===== config.mk =====
export PLATFORM = sky130hd
export DESIGN_NAME = floor_request_sched_flat
export DESIGN_NICKNAME = d
export VERILOG_FILES = /design/src/rtl/floor_request_sched_if.sv /design/src/rtl/floor_request_sched.sv /design/src/flat_wrapper.sv
export SDC_FILE = /design/constraint.sdc
export NUM_CORES = 1
export LEC_CHECK = 0
export BUFFER_PORTS_ARGS = -buffer_cell sky130_fd_sc_hd__buf_2
export CAP_MARGIN = 20
export CORE_AREA = 2 2 39 41
export DETAILED_ROUTE_END_ITERATION = 8
export DIE_AREA = 0 0 41 43
export PLACE_DENSITY = 0.55
export SLEW_MARGIN = 25
export SYNTH_ARGS = -nofsm -noshare
export SYNTH_HDL_FRONTEND = slang
export SYNTH_SLANG_ARGS = --single-unit
export TNS_END_PERCENT = 20

===== constraint.sdc =====
create_clock -name clk -period 2.8 [get_ports clk]
set_clock_uncertainty 0.1 [all_clocks]
set_input_delay 0.14 -clock clk [delete_from_list [all_inputs] [get_ports clk]]
set_output_delay 0.14 -clock clk [all_outputs]
set_load 0.01 [all_outputs]

===== src/rtl/floor_request_sched_if.sv =====
// Button-panel / motion-controller bundle for floor_request_sched.
// The scheduler uses the slave modport; the panel/controller side uses the master modport.
interface floor_request_sched_if #(
    parameter int unsigned FLOORS = 4,
    parameter int unsigned FW     = 2
);
    logic [FLOORS-1:0] set_dest;
    logic              ce;
    logic [FW-1:0]     cur_Floor;
    logic [FLOORS-1:0] get_dest;
    logic [1:0]        dir;
    logic [FW-1:0]     target;
    logic              target_valid;
    logic              stop_here;

    modport master (
        output set_dest, ce, cur_Floor,
        input  get_dest, dir, target, target_valid, stop_here
    );

    modport slave (
        input  set_dest, ce, cur_Floor,
        output get_dest, dir, target, target_valid, stop_here
    );
endinterface


===== src/rtl/floor_request_sched.sv =====
// Car-call request latch with an UP/DOWN/IDLE sweep scheduler reporting the next target floor.
// Define REQ_CANCEL_EN for edge-detected buttons where a second press cancels a pending call.
module floor_request_sched #(
    parameter int unsigned FLOORS = 4,
    parameter int unsigned FW     = 2
) (
    input logic                  clk,
    input logic                  rst,
    floor_request_sched_if.slave bus
);

    typedef enum logic [1:0] {
        StIdle = 2'b00,
        StUp   = 2'b01,
        StDown = 2'b10
    } dir_e;

    dir_e              state_q, state_d;
    logic [FLOORS-1:0] req_q, req_d;
    logic [31:0]       cur_idx;
    logic              in_range;
    logic              above, below, stop;

    assign cur_idx  = 32'(bus.cur_Floor);
    assign in_range = cur_idx < FLOORS;

    // An out-of-range floor sits above every real floor: everything pending is below.
    always_comb begin
        above = 1'b0;
        below = 1'b0;
        stop  = 1'b0;
        for (int unsigned i = 0; i < FLOORS; i++) begin
            if (req_q[i]) begin
                if (!in_range || i < cur_idx) begin
                    below = 1'b1;
                end else if (i > cur_idx) begin
                    above = 1'b1;
                end else begin
                    stop = 1'b1;
                end
            end
        end
    end

`ifdef REQ_CANCEL_EN
    logic [FLOORS-1:0] prev_q;

    always_ff @(posedge clk) begin
        if (rst) begin
            prev_q <= '1;
        end else begin
            prev_q <= bus.set_dest;
        end
    end

    always_comb begin
        req_d = req_q;
        for (int unsigned i = 0; i < FLOORS; i++) begin
            if (bus.ce && in_range && cur_idx == i) begin
                req_d[i] = 1'b0;
            end else if (prev_q[i] && !bus.set_dest[i]) begin
                req_d[i] = !req_q[i];
            end
        end
    end
`else
    always_comb begin
        req_d = req_q;
        for (int unsigned i = 0; i < FLOORS; i++) begin
            if (bus.ce && in_range && cur_idx == i) begin
                req_d[i] = 1'b0;
            end else if (!bus.set_dest[i]) begin
                req_d[i] = 1'b1;
            end
        end
    end
`endif

    always_ff @(posedge clk) begin
        if (rst) begin
            req_q   <= '0;
            state_q <= StIdle;
        end else begin
            req_q   <= req_d;
            state_q <= state_d;
        end
    end

    // IDLE and UP share the same preference order, so a tie from IDLE goes up.
    always_comb begin
        state_d = StIdle;
        unique case (state_q)
            StIdle, StUp: begin
                if (above) begin
                    state_d = StUp;
                end else if (below) begin
                    state_d = StDown;
                end
            end
            StDown: begin
                if (below) begin
                    state_d = StDown;
                end else if (above) begin
                    state_d = StUp;
                end
            end
            default: state_d = StIdle;
        endcase
    end

    // UP scans downwards so the lowest floor above wins; DOWN scans upwards for the highest below.
    always_comb begin
        bus.target = bus.cur_Floor;
        if (state_q == StUp) begin
            for (int i = int'(FLOORS) - 1; i >= 0; i--) begin
                if (req_q[i] && in_range && 32'(i) > cur_idx) begin
                    bus.target = FW'(i);
                end
            end
        end else if (state_q == StDown) begin
            for (int unsigned i = 0; i < FLOORS; i++) begin
                if (req_q[i] && (!in_range || i < cur_idx)) begin
                    bus.target = FW'(i);
                end
            end
        end
    end

    assign bus.get_dest     = req_q;
    assign bus.dir          = state_q;
    assign bus.stop_here    = stop;
    assign bus.target_valid = (state_q == StUp && above) || (state_q == StDown && below);

endmodule


===== src/flat_wrapper.sv =====
// flat-port wrapper written by rule: the top's interface ports become plain ports
module floor_request_sched_flat 
#(
    parameter int unsigned FLOORS = 4,
    parameter int unsigned FW     = 2
)
  (clk, rst, bus_set_dest, bus_ce, bus_cur_Floor, bus_get_dest, bus_dir, bus_target, bus_target_valid, bus_stop_here);
  floor_request_sched_if #(.FLOORS(FLOORS), .FW(FW)) bus_i ();
  input logic clk;
  input logic rst;
  input wire logic [$bits(bus_i.set_dest)-1:0] bus_set_dest;
  input wire logic [$bits(bus_i.ce)-1:0] bus_ce;
  input wire logic [$bits(bus_i.cur_Floor)-1:0] bus_cur_Floor;
  output wire logic [$bits(bus_i.get_dest)-1:0] bus_get_dest;
  output wire logic [$bits(bus_i.dir)-1:0] bus_dir;
  output wire logic [$bits(bus_i.target)-1:0] bus_target;
  output wire logic [$bits(bus_i.target_valid)-1:0] bus_target_valid;
  output wire logic [$bits(bus_i.stop_here)-1:0] bus_stop_here;
  assign bus_i.set_dest = bus_set_dest;
  assign bus_i.ce = bus_ce;
  assign bus_i.cur_Floor = bus_cur_Floor;
  assign bus_get_dest = bus_i.get_dest;
  assign bus_dir = bus_i.dir;
  assign bus_target = bus_i.target;
  assign bus_target_valid = bus_i.target_valid;
  assign bus_stop_here = bus_i.stop_here;
  floor_request_sched #(.FLOORS(FLOORS), .FW(FW)) u_core (.clk(clk), .rst(rst), .bus(bus_i));
endmodule

# Yosys cells after proc, flatten, opt, wreduce, memory -nomap -nowiden
# Index checks and enable logic that the tools add are counted.
[word_totals]
out_inout_bits = 10
register_bits = 6
in_bits = 9
[op_classes]
reduce_logical = 32
n_eq_ne = 5
n_mux = 47
order_cmp = 9
[op_table]
columns = ["cell", "count"]
rows = [
  ["two-way mux 1 bit", 33],
  ["zero test 32 bit", 1],
  ["two-way mux 2 bit", 13],
  ["logical AND 1 bit", 19],
  ["OR reduction 2 bit", 5],
  ["equality test 2 bit, second input constant", 3],
  ["logical OR 1 bit", 5],
  ["equality test 2 x 1 -> 1 bit, second input constant", 2],
  ["greater-than comparator 1 x 2 -> 1 bit, first input constant", 2],
  ["greater-than comparator 2 bit, first input constant", 2],
  ["less-than comparator 1 x 2 -> 1 bit, first input constant", 2],
  ["less-than comparator 2 bit, first input constant", 2],
  ["case mux 2 bit (2 select lines)", 1],
  ["less-than comparator 2 x 3 -> 1 bit, second input constant", 1],
  ["zero test 2 bit", 1],
  ["zero test 1 bit", 1],
]

# Depth between registers and ports, before layout
# Gate-level depths: netlist (run 1).
[logic_depth]
ltp_word = 17
ltp_mapped = 5
mapped_depth_nobuf = 4

# Least setup slack after synthesis (run 1)
# Ideal clock, no wire load.
[synth_timing]
path_kind = "reg2out"
startpoint = "register u_core.req_q[1], in the netlist u_core.bus.get_dest[1]"
endpoint = "output bus_target_valid"
n_path_buf = 0
required_ns = 2.560
path_slack_ns = 1.502
t_arrival_ns = 1.058
stages_incl_launch_ff = 5
cell_sequence = "dfxtp_1 -> nor2b_2 -> o21ai_2 -> a21boi_4 -> o22ai_1"
[synth_via]
elab_chain_cells = 9
[synth_lines]
columns = ["item", "line_no", "text"]
rows = [
  ["start, declared", "floor_request_sched.sv:19", "logic [FLOORS-1:0] req_q, req_d;"],
  ["start signal, assigned", "floor_request_sched.sv:84", "req_q <= req_d;"],
  ["two-way mux 1 bit", "floor_request_sched.sv:33", "if (req_q[i]) begin"],
  ["two-way mux 1 bit", "floor_request_sched.sv:36", "end else if (i > cur_idx) begin"],
  ["two-way mux 1 bit", "floor_request_sched.sv:34", "if (!in_range || i < cur_idx) begin"],
  ["two-way mux 1 bit", "floor_request_sched.sv:33", ""],
  ["two-way mux 1 bit", "floor_request_sched.sv:36", ""],
  ["two-way mux 1 bit", "floor_request_sched.sv:34", ""],
  ["two-way mux 1 bit", "floor_request_sched.sv:33", ""],
  ["logical AND 1 bit", "floor_request_sched.sv:132", "assign bus.target_valid = (state_q == StUp && above) || (state_q == StDown && below);"],
  ["logical OR 1 bit *", "floor_request_sched.sv:132", ""],
  ["end, declared", "flat_wrapper.sv:17", "output wire logic [$bits(bus_i.target_valid)-1:0] bus_target_valid;"],
]
# Mark *: on every way between the ends. The rest lies on a longest branch, timed or not.

# Final worst setup path (run 1)
[layout_timing]
startpoint = "register u_core.state_q[1], in the netlist u_core.bus.dir[1]"
endpoint = "output bus_target[0]"
[layout_via]
elab_chain_cells = 3
[layout_lines]
columns = ["item", "line_no", "text"]
rows = [
  ["start, declared", "floor_request_sched.sv:18", "dir_e state_q, state_d;"],
  ["start signal, assigned", "floor_request_sched.sv:82", "state_q <= StIdle;"],
  ["start signal, assigned", "floor_request_sched.sv:85", "state_q <= state_d;"],
  ["equality test 2 bit", "floor_request_sched.sv:120", "end else if (state_q == StDown) begin"],
  ["two-way mux 2 bit", "floor_request_sched.sv:120", ""],
  ["two-way mux 2 bit *", "floor_request_sched.sv:114", "if (state_q == StUp) begin"],
  ["end, declared", "flat_wrapper.sv:16", "output wire logic [$bits(bus_i.target)-1:0] bus_target;"],
]
# Marks and branches as above.

==> implementation parameters, run 1 <==
Parameter                              Value

Clock tree
  Worst-skew pair later-pin latency ... 0.24 ns
  Post-CTS repair timing setup buffer count ... 0
  Max clock buf depth ... 2
  Total CTS buffers ... 3
  Clock tree root driver cell ... sky130_fd_sc_hd__clkbuf_4
  Clock transition at the registers of the reported paths ... ~0.040 ns
  H-tree depth ... 1
  Clk sinks ... 6
  TritonCTS clock tree ... done

Floorplan
  Die ar. ... ~1800 um2
  Row count ... 14
  Floorplan core area ... 1380 um2
  Initial cell density of the core ... roughly 30%
  Number of ports placed on the die boundary ... 19
  Die Span Y ... approximately 43 um
  Horizontal die dimension ... 41 um

STA
  Final Max Slew Viols ... 0
  WHS ... 0.0441 ns
  Unrepaired setup endpoints after global routing ... no
  Max_slew headroom ... 79.0%
  TNS Setup ... 0 ns
  Worst Max-Slew Pin Slew ... 0.315 ns
  Total of endpoints with negative setup slack in the final report ... 0
  Peak clock frequency supported by timing ... 615 MHz
  Final Hold Viols ... 0
  Final period demand of the worst path ... approximately 1.6 ns
  Share of the clock period used by the worst path ... 58.1%

Run status
  Status ... completed

Final layout
  # diodes ... 0
  Most common library cell in the layout ignoring fill and taps ... sky130_fd_sc_hd__buf_2
  Register cell area after layout ... 120 um2
  Nets ... 80
  Number of fillers in the final layout ... ~150
  Leading cell types in the layout, fill and taps excluded ... sky130_fd_sc_hd__buf_2 (18), sky130_fd_sc_hd__dfxtp_1 (6), sky130_fd_sc_hd__inv_1 (4), sky130_fd_sc_hd__a21oi_1 (4)
  Area grow syn2layout ... 30.7%
  Share of final-layout standard cells stronger than drive strength 1 ... a little over two fifths
  Multi-input logic area ... 267 um2

Pwr
  Internal Pwr Total ... 0.179 mW
  Portion of total power attributed to sequential cells ... 40.4%
  Part of the power in combinational logic ... 30.1%
  Highest ir drop seen on vdd ... approximately 0.00024 V
  Leakage power ... ~0.24 nW
  Share of power burned in the clock network ... approximately 29%
  Sw frac ... 30.5%
  Power density normalized to cell area ... 465 nW/um2
  Reported net switching power ... 0.0785 mW
  Final Total Pwr ... between 0.2 and 0.3 mW

Critical path
  Arr. time, crit path ... approximately 1.4 ns
  Critical path launch point type ... flop
  Crit Path Class ... reg2out
  Endpoint type of the worst setup path ... output port
  Largest fanout on the critical path ... 7
  Crit path required time ... 2.56 ns

Synthesis
  Cell types occupying the most area after synthesis ... sky130_fd_sc_hd__dfxtp_1 (28%), sky130_fd_sc_hd__buf_6 (5.3%), sky130_fd_sc_hd__mux4_2 (5.3%), sky130_fd_sc_hd__a21oi_1 (4.7%), sky130_fd_sc_hd__a21boi_4 (4.4%)
  Yosys top cell by area ... sky130_fd_sc_hd__dfxtp_1
  Post-Syn Instances ... 48
  Post-synthesis instance area ... about 420 um2
  Average size of a mapped cell ... 8.84 um2
  Portion of the post-synthesis area used by sequential elements ... 28.3%
  Total number of yosys warnings ... 0
  Fraction of synthesized cell area taken by the top area cell type ... 28.3%
  Unique cell type count in the Yosys netlist ... 26
  Post-synthesis sequential element count ... 6
  Number of nets in the synthesized netlist ... 57

Global route
  Via count of the first global-routing pass ... 403
  Pin count of the biggest net entering global routing ... 13
  Grt ovf ... 0
  Global Route Usage Sum ... between 10 and 15%
  Antenna violations before repair ... 0
  Global-route wire length before repair ... roughly 1700 um

Drt
  Via/cell ratio ... 5.28
  Number of nets with antenna violations after detailed routing ... 0
  Detailed-routing iteration count for the pre-antenna-repair pass ... 4
  Iteration-0 DRC count of the detailed router ... 12
  Total number of vias ... 449
  Number of remaining DRC errors ... 0
  Average wire per cell in the routed design ... 12.5 um
  Drt total wl ... 1060 um

Place
  RD Place Congestion ... 0.810
  Detailed placer's ending HPWL ... 800 um
  Port buffer count ... 18

Min path
  Worst hold-check path type ... in2reg

Job
  # Max-Cap Violations ... 0
==> cell families (layout without fill, tap and decap cells) <==
| kind of cell | after synthesis | count (layout) | synth area share, % |
|---|---|---|---|
| simple gates | 16 | 16 | 21.5 |
| mux | 1 | 1 | 5.31 |
| flops | 6 | 6 | 28.3 |
| compound gates | 19 | 19 | 36.0 |
| buf+inv | 6 | 27 | 8.85 |
==> state kept, by name, indices dropped and copies added (netlist names) <==
name,flops
u_core.bus.get_dest,4
u_core.bus.dir,2
==> path summary, 6_finish.rpt <==
path,startpoint,end,slack (ns),cells after the start
worst max-delay path,u_core.bus.dir[1]$_SDFF_PP0_,bus_target[0],1.17,4
worst min-delay path,bus_ce,u_core.bus.get_dest[2]$_SDFFE_PP0N_,0.04,2
worst max register to register,u_core.bus.get_dest[1]$_SDFFE_PP0N_,u_core.bus.dir[0]$_SDFF_PP0_,1.58,4
worst min register to register,u_core.bus.dir[1]$_SDFF_PP0_,u_core.bus.dir[0]$_SDFF_PP0_,0.46,1
==> routing by layer <==
layer / GRT usage (%) / wire length [um]
met1: 17.9 / 458
met5: 0 / 0
met3: 1.57 / 47
met2: 21.3 / 545
met4: 12.0 / 9
==> Yosys cell counts <==
cell type / count
sky130_fd_sc_hd__o22ai_1: 2
sky130_fd_sc_hd__nor3_1: 3
sky130_fd_sc_hd__and2b_1: 1
sky130_fd_sc_hd__a21oi_1: 4
sky130_fd_sc_hd__inv_1: 4
sky130_fd_sc_hd__a311oi_1: 2
sky130_fd_sc_hd__nor2_2: 1
sky130_fd_sc_hd__nor2b_1: 2
sky130_fd_sc_hd__o311a_1: 1
sky130_fd_sc_hd__o22a_2: 1
sky130_fd_sc_hd__a31oi_1: 2
sky130_fd_sc_hd__o21ai_2: 1
sky130_fd_sc_hd__nand2_2: 1
sky130_fd_sc_hd__nand3b_1: 1
sky130_fd_sc_hd__nand2_1: 2
sky130_fd_sc_hd__buf_6: 2
sky130_fd_sc_hd__nor2b_2: 1
sky130_fd_sc_hd__nand2b_1: 2
sky130_fd_sc_hd__o211ai_1: 1
sky130_fd_sc_hd__a211oi_2: 1
sky130_fd_sc_hd__o21ai_1: 1
sky130_fd_sc_hd__a221oi_1: 2
sky130_fd_sc_hd__nor2_1: 2
sky130_fd_sc_hd__a21boi_4: 1
sky130_fd_sc_hd__dfxtp_1: 6
sky130_fd_sc_hd__mux4_2: 1
==> timing repair <==
action | 4_1_cts | 5_1_grt
hold endpoints to repair | 2 | 0
hold buffers | 2 | 0
resized for setup | 0 | 0
==> power groups by stage <==
stage                     Sequential [mW]  Combinational, mW  Clock (mW)
final                               0.104             0.0777      0.0759
after global routing                0.106             0.0857      0.0850
after CTS                           0.104             0.0787      0.0817
after detailed placement            0.106             0.0760           0
after global placement              0.106             0.0768           0
after floorplan                     0.106             0.0492           0
==> layout make-up <==
type	count	share of cell area (%)
Timing Repair Buffer	20	19.9
Clock buffer	3	4.06
Inverter	4	2.71
Sequential cell	6	21.7
Tap cell	16	3.61
Multi-Input combinational cell	36	48.1
==> per-stage QoR <==
stage	worst slack, ns	util (%)	std cells	area [um2]
final	1.17	40.1	85	554
after global routing	1.08	40.1	85	554
after CTS	1.15	40.1	85	554
after detailed placement	1.42	37.0	80	512
after global placement	1.39	37.0	80	512
after floorplan	1.50	-	48	424
==> critical path, cell delays in order (launching register included) <==
cell and delay (ns):
sky130_fd_sc_hd__dfxtp_1 0.42, sky130_fd_sc_hd__and2b_1 0.20, sky130_fd_sc_hd__inv_1 0.07, sky130_fd_sc_hd__o311a_1 0.32, sky130_fd_sc_hd__buf_2 0.14
(Power assumes the default switching activity.)
==> run 2: changes to the inputs <==
- clock period: 2.8 -> 1.63 ns (I/O delays scaled with it)
==> run 2 against run 1 <==
Compared with the run above:
- via count is 2.9% higher
- hold slack worse by 0.018 ns
- global-route usage up 0.81 points
- cell area increased by 9.5%
- clock-buffer cell count unchanged
- wire length increased by 4.6%
- non-clock buffer count increased by 5
- die area stayed put
- critical path type unchanged
- critical endpoint unchanged
- largest power group unchanged
==> implementation parameters, run 2 (synthesis gave the netlist of run 1 again) <==
Parameter                              Value

Place
  Port buffer count ... 18
  Detailed placer's ending HPWL ... 798 um
  RD Place Congestion ... 0.811

Min path
  Startpoint of the most critical hold path ... bus_set_dest[3]
  Hold Crit Depth ... 3
  Worst hold-check path type ... in2reg
  Terminating pin of the worst hold path ... u_core.bus.get_dest[3]$_SDFFE_PP0N_

Drt
  Number of nets with antenna violations after detailed routing ... 0
  Total number of vias ... around 460
  Iteration-0 DRC count of the detailed router ... 4
  Detailed-routing iteration count for the pre-antenna-repair pass ... 3
  Drt total wl ... 1110 um
  Average wire per cell in the routed design ... 12.3 um
  Number of remaining DRC errors ... 0
  Via/cell ratio ... between 5 and 6

Clock tree
  Clock tree root driver cell ... sky130_fd_sc_hd__clkbuf_4
  H-tree depth ... 1
  Clock transition at the registers of the reported paths ... 0.04 ns
  Clk sinks ... 6
  TritonCTS clock tree ... done
  Post-CTS repair timing setup buffer count ... 0
  Total CTS buffers ... 3
  Max clock buf depth ... 2
  Worst-skew pair later-pin latency ... 0.24 ns

Floorplan
  Floorplan core area ... 1380 um2
  Die Span Y ... ~43 um
  Horizontal die dimension ... 41 um
  Number of ports placed on the die boundary ... 19
  Initial cell density of the core ... 30.7%
  Row count ... 14
  Die ar. ... 1760 um2

Final layout
  Leading cell types in the layout, fill and taps excluded ... sky130_fd_sc_hd__buf_2 (18), sky130_fd_sc_hd__dlygate4sd3_1 (7), sky130_fd_sc_hd__inv_1 (4), sky130_fd_sc_hd__a21oi_1 (4), sky130_fd_sc_hd__dfxtp_1 (4)
  Nets ... 85
  Util after Layout ... 43.9%
  Flip-flop count of the largest register, all copies and words added ... 4
  Area grow syn2layout ... 43.1%
  Share of final-layout standard cells stronger than drive strength 1 ... 41.9%
  Most common library cell in the layout ignoring fill and taps ... sky130_fd_sc_hd__buf_2
  # diodes ... 0

STA
  Total of endpoints with negative setup slack in the final report ... 0
  TNS Setup ... 0 ns
  Final Hold Viols ... 0
  Final Max Slew Viols ... 0
  Max_slew headroom ... approximately 79%
  Unrepaired setup endpoints after global routing ... no
  Worst Max-Slew Pin Slew ... approximately 0.31 ns
  Peak clock frequency supported by timing ... 640 MHz
  Share of the clock period used by the worst path ... between 90 and 100%
  Final period demand of the worst path ... between 1.5 and 2 ns

Pwr
  Highest ir drop seen on vdd ... 0.000425 V
  Portion of total power attributed to sequential cells ... 39.4%
  Power density normalized to cell area ... 751 nW/um2
  Sw frac ... 30.1%
  Part of the power in combinational logic ... between 30% and 40%
  Leakage power ... about 0.27 nW
  Share of power burned in the clock network ... about 29%
  Internal Pwr Total ... 0.319 mW
  Reported net switching power ... 0.137 mW

Run status
  Status ... completed

Critical path
  Arr. time, crit path ... 1.38 ns
  Worst Reg-to-Reg Cells ... 3
  Endpoint type of the worst setup path ... output port
  Largest incremental delay on the critical path ... about 0.34 ns
  Worst R2R Start ... u_core.bus.get_dest[2]$_SDFFE_PP0N_
  Crit Path Class ... reg2out
  Sequence of cells on the critical path ... and2b_1 > inv_1 > o311a_1 > buf_2
  Largest fanout on the critical path ... 7
  Capturing point of the worst reg2reg path ... u_core.bus.get_dest[2]$_SDFFE_PP0N_
  R2R setup slack ... 0.15 ns
  Crit path required time ... 1.45 ns
  Slowest cell on the critical path ... sky130_fd_sc_hd__dfxtp_1
  Critical path launch point type ... flop

Global route
  Grt ovf ... 0
  Via count of the first global-routing pass ... between 400 and 500
  Pin count of the biggest net entering global routing ... 13
  Antenna violations before repair ... 0
  Global Route Usage Sum ... 15.3%
  Global-route wire length before repair ... 1830 um

Job
  # Max-Cap Violations ... 0
## run 2: changes by cell type in the layout (fill, tap and decap cells not counted), sizes merged
| cell | change |
|---|---|
| dlygate4sd3 | +5 |
## run 2: worst max-delay path by stage
stage	startpoint	to	slack, ns	cells past startpoint
global route	u_core.bus.get_dest[1]$_SDFFE_PP0N_	bus_target_valid	0.01	5
floorplan	u_core.bus.get_dest[1]$_SDFFE_PP0N_	bus_target_valid	0.39	4
finish	u_core.bus.dir[0]$_SDFF_PP0_	bus_target[0]	0.07	4
global placement	u_core.bus.dir[1]$_SDFF_PP0_	bus_target[0]	0.29	4
detailed placement	u_core.bus.dir[1]$_SDFF_PP0_	bus_target[0]	0.31	4
CTS	u_core.bus.dir[1]$_SDFF_PP0_	bus_target[0]	0.04	4
## run 2: through the flow
step	std cells	setup WS (ns)	hold slack, ns	instance area, um2	power, mW
after floorplan	48	0.390	0.0461	424	0.267
after global placement	80	0.285	0.184	512	0.313
after detailed placement	80	0.311	0.187	512	0.312
after CTS	90	0.0355	0.0160	604	0.465
after global routing	90	0.0101	0.0647	607	0.486
final	90	0.0681	0.0262	607	0.456
## run 2: area by class of cell
cell class | count | area, um2
clock buffer | 3 | 22.5
fill | 151 | 777
inverter | 4 | 15.0
multi-input combinational | 36 | 267
sequential | 6 | 123
tap | 16 | 20.0
timing repair buffer | 25 | 160
## run 2: timing repair
| item | CTS | global route |
|---|---|---|
| hold buffers | 7 | 0 |
| gates resized for setup | 0 | 2 |
| setup endpoints to repair | 0 | 3 |
| endpoints found under the hold margin | 5 | 0 |
## run 2: power groups by stage
stage	registers (mW)	logic (mW)	clock network, mW
6_report	0.179	0.146	0.131
5_1_grt	0.182	0.160	0.145
4_1_cts	0.179	0.146	0.141
3_5_place_dp	0.181	0.130	0
3_3_place_gp	0.181	0.132	0
2_1_floorplan	0.183	0.0844	0
## run 2: routing by layer
metal / global-route usage [%] / up-vias / share of wire (%)
met3: 2.09 / 2 / 2.7
li1: - / 237 / -
met2: 20.3 / 8 / 49
met1: 20.8 / 215 / 47
met4: 12.7 / 0 / 1.1
met5: 0 / - / 0
## run 2: critical path, delay by kind of cell (launching register included)
kind                   cells  cell delay, ns
AOI/OAI and AO/OA          1            0.33
buffers and inverters      2            0.21
DFF                        1            0.34
and+or+nand+nor            1            0.26
==> run 3: changes to the inputs <==
- ABC_AREA: unset -> 0
- REMOVE_ABC_BUFFERS: unset -> 1
==> run 3 against run 2 <==
Compared with the run above:
- wire length down 5.0%
- critical path type unchanged
- critical path depth unchanged
- cell area is 1.4% lower
==> implementation parameters, run 3 (synthesis gave the netlist of run 1 again) <==
Parameter                              Value

Pwr
  Internal Pwr Total ... 0.317 mW
  Power density normalized to cell area ... a little under 800 nW/um2
  Sw frac ... 31.6%
  Final Total Pwr ... 0.464 mW
  Share of power burned in the clock network ... 30.6%
  Highest ir drop seen on vdd ... 0.000210 V
  Leakage power ... 0.263 nW
  Reported net switching power ... 0.146 mW
  Part of the power in combinational logic ... 30.4%
  Portion of total power attributed to sequential cells ... 39.1%

Critical path
  Largest fanout on the critical path ... 7
  Arr. time, crit path ... 1.38 ns
  Crit Path Class ... reg2out
  Endpoint type of the worst setup path ... output port
  Critical path launch point type ... flop
  Crit path required time ... 1.45 ns

Floorplan
  Floorplan core area ... roughly 1400 um2
  Horizontal die dimension ... 41 um
  Die ar. ... 1760 um2
  Row count ... 14
  Die Span Y ... 43 um
  Number of ports placed on the die boundary ... 19
  Initial cell density of the core ... 30.7%

Run status
  Status ... completed

Global route
  Grt ovf ... 0
  Via count of the first global-routing pass ... approximately 430
  Global Route Usage Sum ... 15.2%
  Antenna violations before repair ... 0
  Global-route wire length before repair ... 1800 um
  Pin count of the biggest net entering global routing ... 13

Drt
  Detailed-routing iteration count for the pre-antenna-repair pass ... 4
  Iteration-0 DRC count of the detailed router ... 13
  Number of remaining DRC errors ... 0
  Number of nets with antenna violations after detailed routing ... 0
  Average wire per cell in the routed design ... 11.9 um
  Total number of vias ... 462
  Via/cell ratio ... 5.19
  Drt total wl ... 1060 um

Final layout
  Post-route insts no fill ... roughly 90
  Util after Layout ... 43.2%
  Most common library cell in the layout ignoring fill and taps ... sky130_fd_sc_hd__buf_2
  Nets ... between 80 and 90
  # diodes ... 0
  Flip-flop count of the largest register, all copies and words added ... 4
  Area grow syn2layout ... 41.0%
  Share of final-layout standard cells stronger than drive strength 1 ... a little over two fifths
  Leading cell types in the layout, fill and taps excluded ... sky130_fd_sc_hd__buf_2 (18), sky130_fd_sc_hd__dlygate4sd3_1 (6), sky130_fd_sc_hd__inv_1 (4), sky130_fd_sc_hd__a21oi_1 (4)

Clock tree
  Clock tree root driver cell ... sky130_fd_sc_hd__clkbuf_4
  Max clock buf depth ... 2
  Clk sinks ... 6
  Post-CTS repair timing setup buffer count ... 0
  Worst-skew pair later-pin latency ... 0.25 ns
  Total CTS buffers ... 3
  TritonCTS clock tree ... done
  Clock transition at the registers of the reported paths ... around 0.050 ns
  H-tree depth ... 1

STA
  Max_slew headroom ... about four fifths
  Final Max Slew Viols ... 0
  Final period demand of the worst path ... 1.56 ns
  Final Hold Viols ... 0
  Worst Max-Slew Pin Slew ... slightly above 0.3 ns
  Share of the clock period used by the worst path ... 95.9%
  Unrepaired setup endpoints after global routing ... yes
  Total of endpoints with negative setup slack in the final report ... 0
  WHS ... around 0.0099 ns
  Peak clock frequency supported by timing ... roughly 640 MHz

Min path
  Worst hold-check path type ... in2reg

Place
  RD Place Congestion ... 0.766
  Number of cells after detailed placement ... 80
  Detailed placer's ending HPWL ... approximately 780 um
  Port buffer count ... 18

Job
  # Max-Cap Violations ... 0
## run 3: changes by cell type in the layout (fill, tap and decap cells not counted)
cell,before,now
sky130_fd_sc_hd__dfxtp_1,4,3
sky130_fd_sc_hd__dfxtp_2,2,3
sky130_fd_sc_hd__dlygate4sd3_1,7,6
## run 3: worst max-delay path, stage by stage, from the launching register on
cell and delay [ns]:
sky130_fd_sc_hd__dfxtp_1 0.35, sky130_fd_sc_hd__and2b_1 0.25, sky130_fd_sc_hd__inv_1 0.06, sky130_fd_sc_hd__o311a_1 0.33
sky130_fd_sc_hd__buf_2 0.14
## run 3: layout make-up
cell class / instances / area [um2]
fill: 152 / 786
multi-input combinational: 36 / 267
inverter: 4 / 15.0
sequential: 6 / 124
tap: 16 / 20.0
timing repair buffer: 24 / 150
clock buffer: 3 / 22.5
## run 3: worst paths after layout
| check | to | startpoint | cells past startpoint | slack, ns |
|---|---|---|---|---|
| worst min register to register | u_core.bus.dir[0]$_SDFF_PP0_ | u_core.bus.dir[1]$_SDFF_PP0_ | 1 | 0.40 |
| worst max-delay path | bus_target[0] | u_core.bus.dir[0]$_SDFF_PP0_ | 4 | 0.07 |
| worst min-delay path | u_core.bus.get_dest[1]$_SDFFE_PP0N_ | bus_set_dest[1] | 3 | 0.01 |
| worst max register to register | u_core.bus.get_dest[2]$_SDFFE_PP0N_ | u_core.bus.get_dest[2]$_SDFFE_PP0N_ | 3 | 0.16 |
## run 3: power groups by stage
stage                     registers (mW)  clock network [mW]  logic (mW)
after floorplan                    0.183                   0      0.0741
after global placement             0.181                   0       0.130
after detailed placement           0.183                   0       0.128
after CTS                          0.180               0.145       0.142
after global routing               0.184               0.157       0.158
final                              0.181               0.142       0.141
## run 3: metrics by stage
stage	cell area [um2]	setup slack [ns]	setup TNS, ns
4_1_cts	594	0.0197	0
3_5_place_dp	512	0.285	0
2_1_floorplan	402	0.390	0
3_3_place_gp	512	0.287	0
6_report	598	0.0664	0
5_1_grt	598	-0.00949	-0.00949
## run 3: layer usage
| layer | GRT usage [%] | vias to the layer above | wire (um) |
|---|---|---|---|
| met1 | 18.1 | 207 | 465 |
| met5 | 0 | - | 0 |
| met3 | 1.57 | 3 | 53 |
| met4 | 12.0 | 0 | 25 |
| li1 | - | 238 | - |
| met2 | 23.1 | 14 | 510 |
## run 3: what timing repair did
item / in CTS / in global routing
endpoints found under the setup margin: 0 / 4
hold endpoints to repair: 6 / 0
gates resized for setup: 0 / 3
hold buffers: 6 / 0
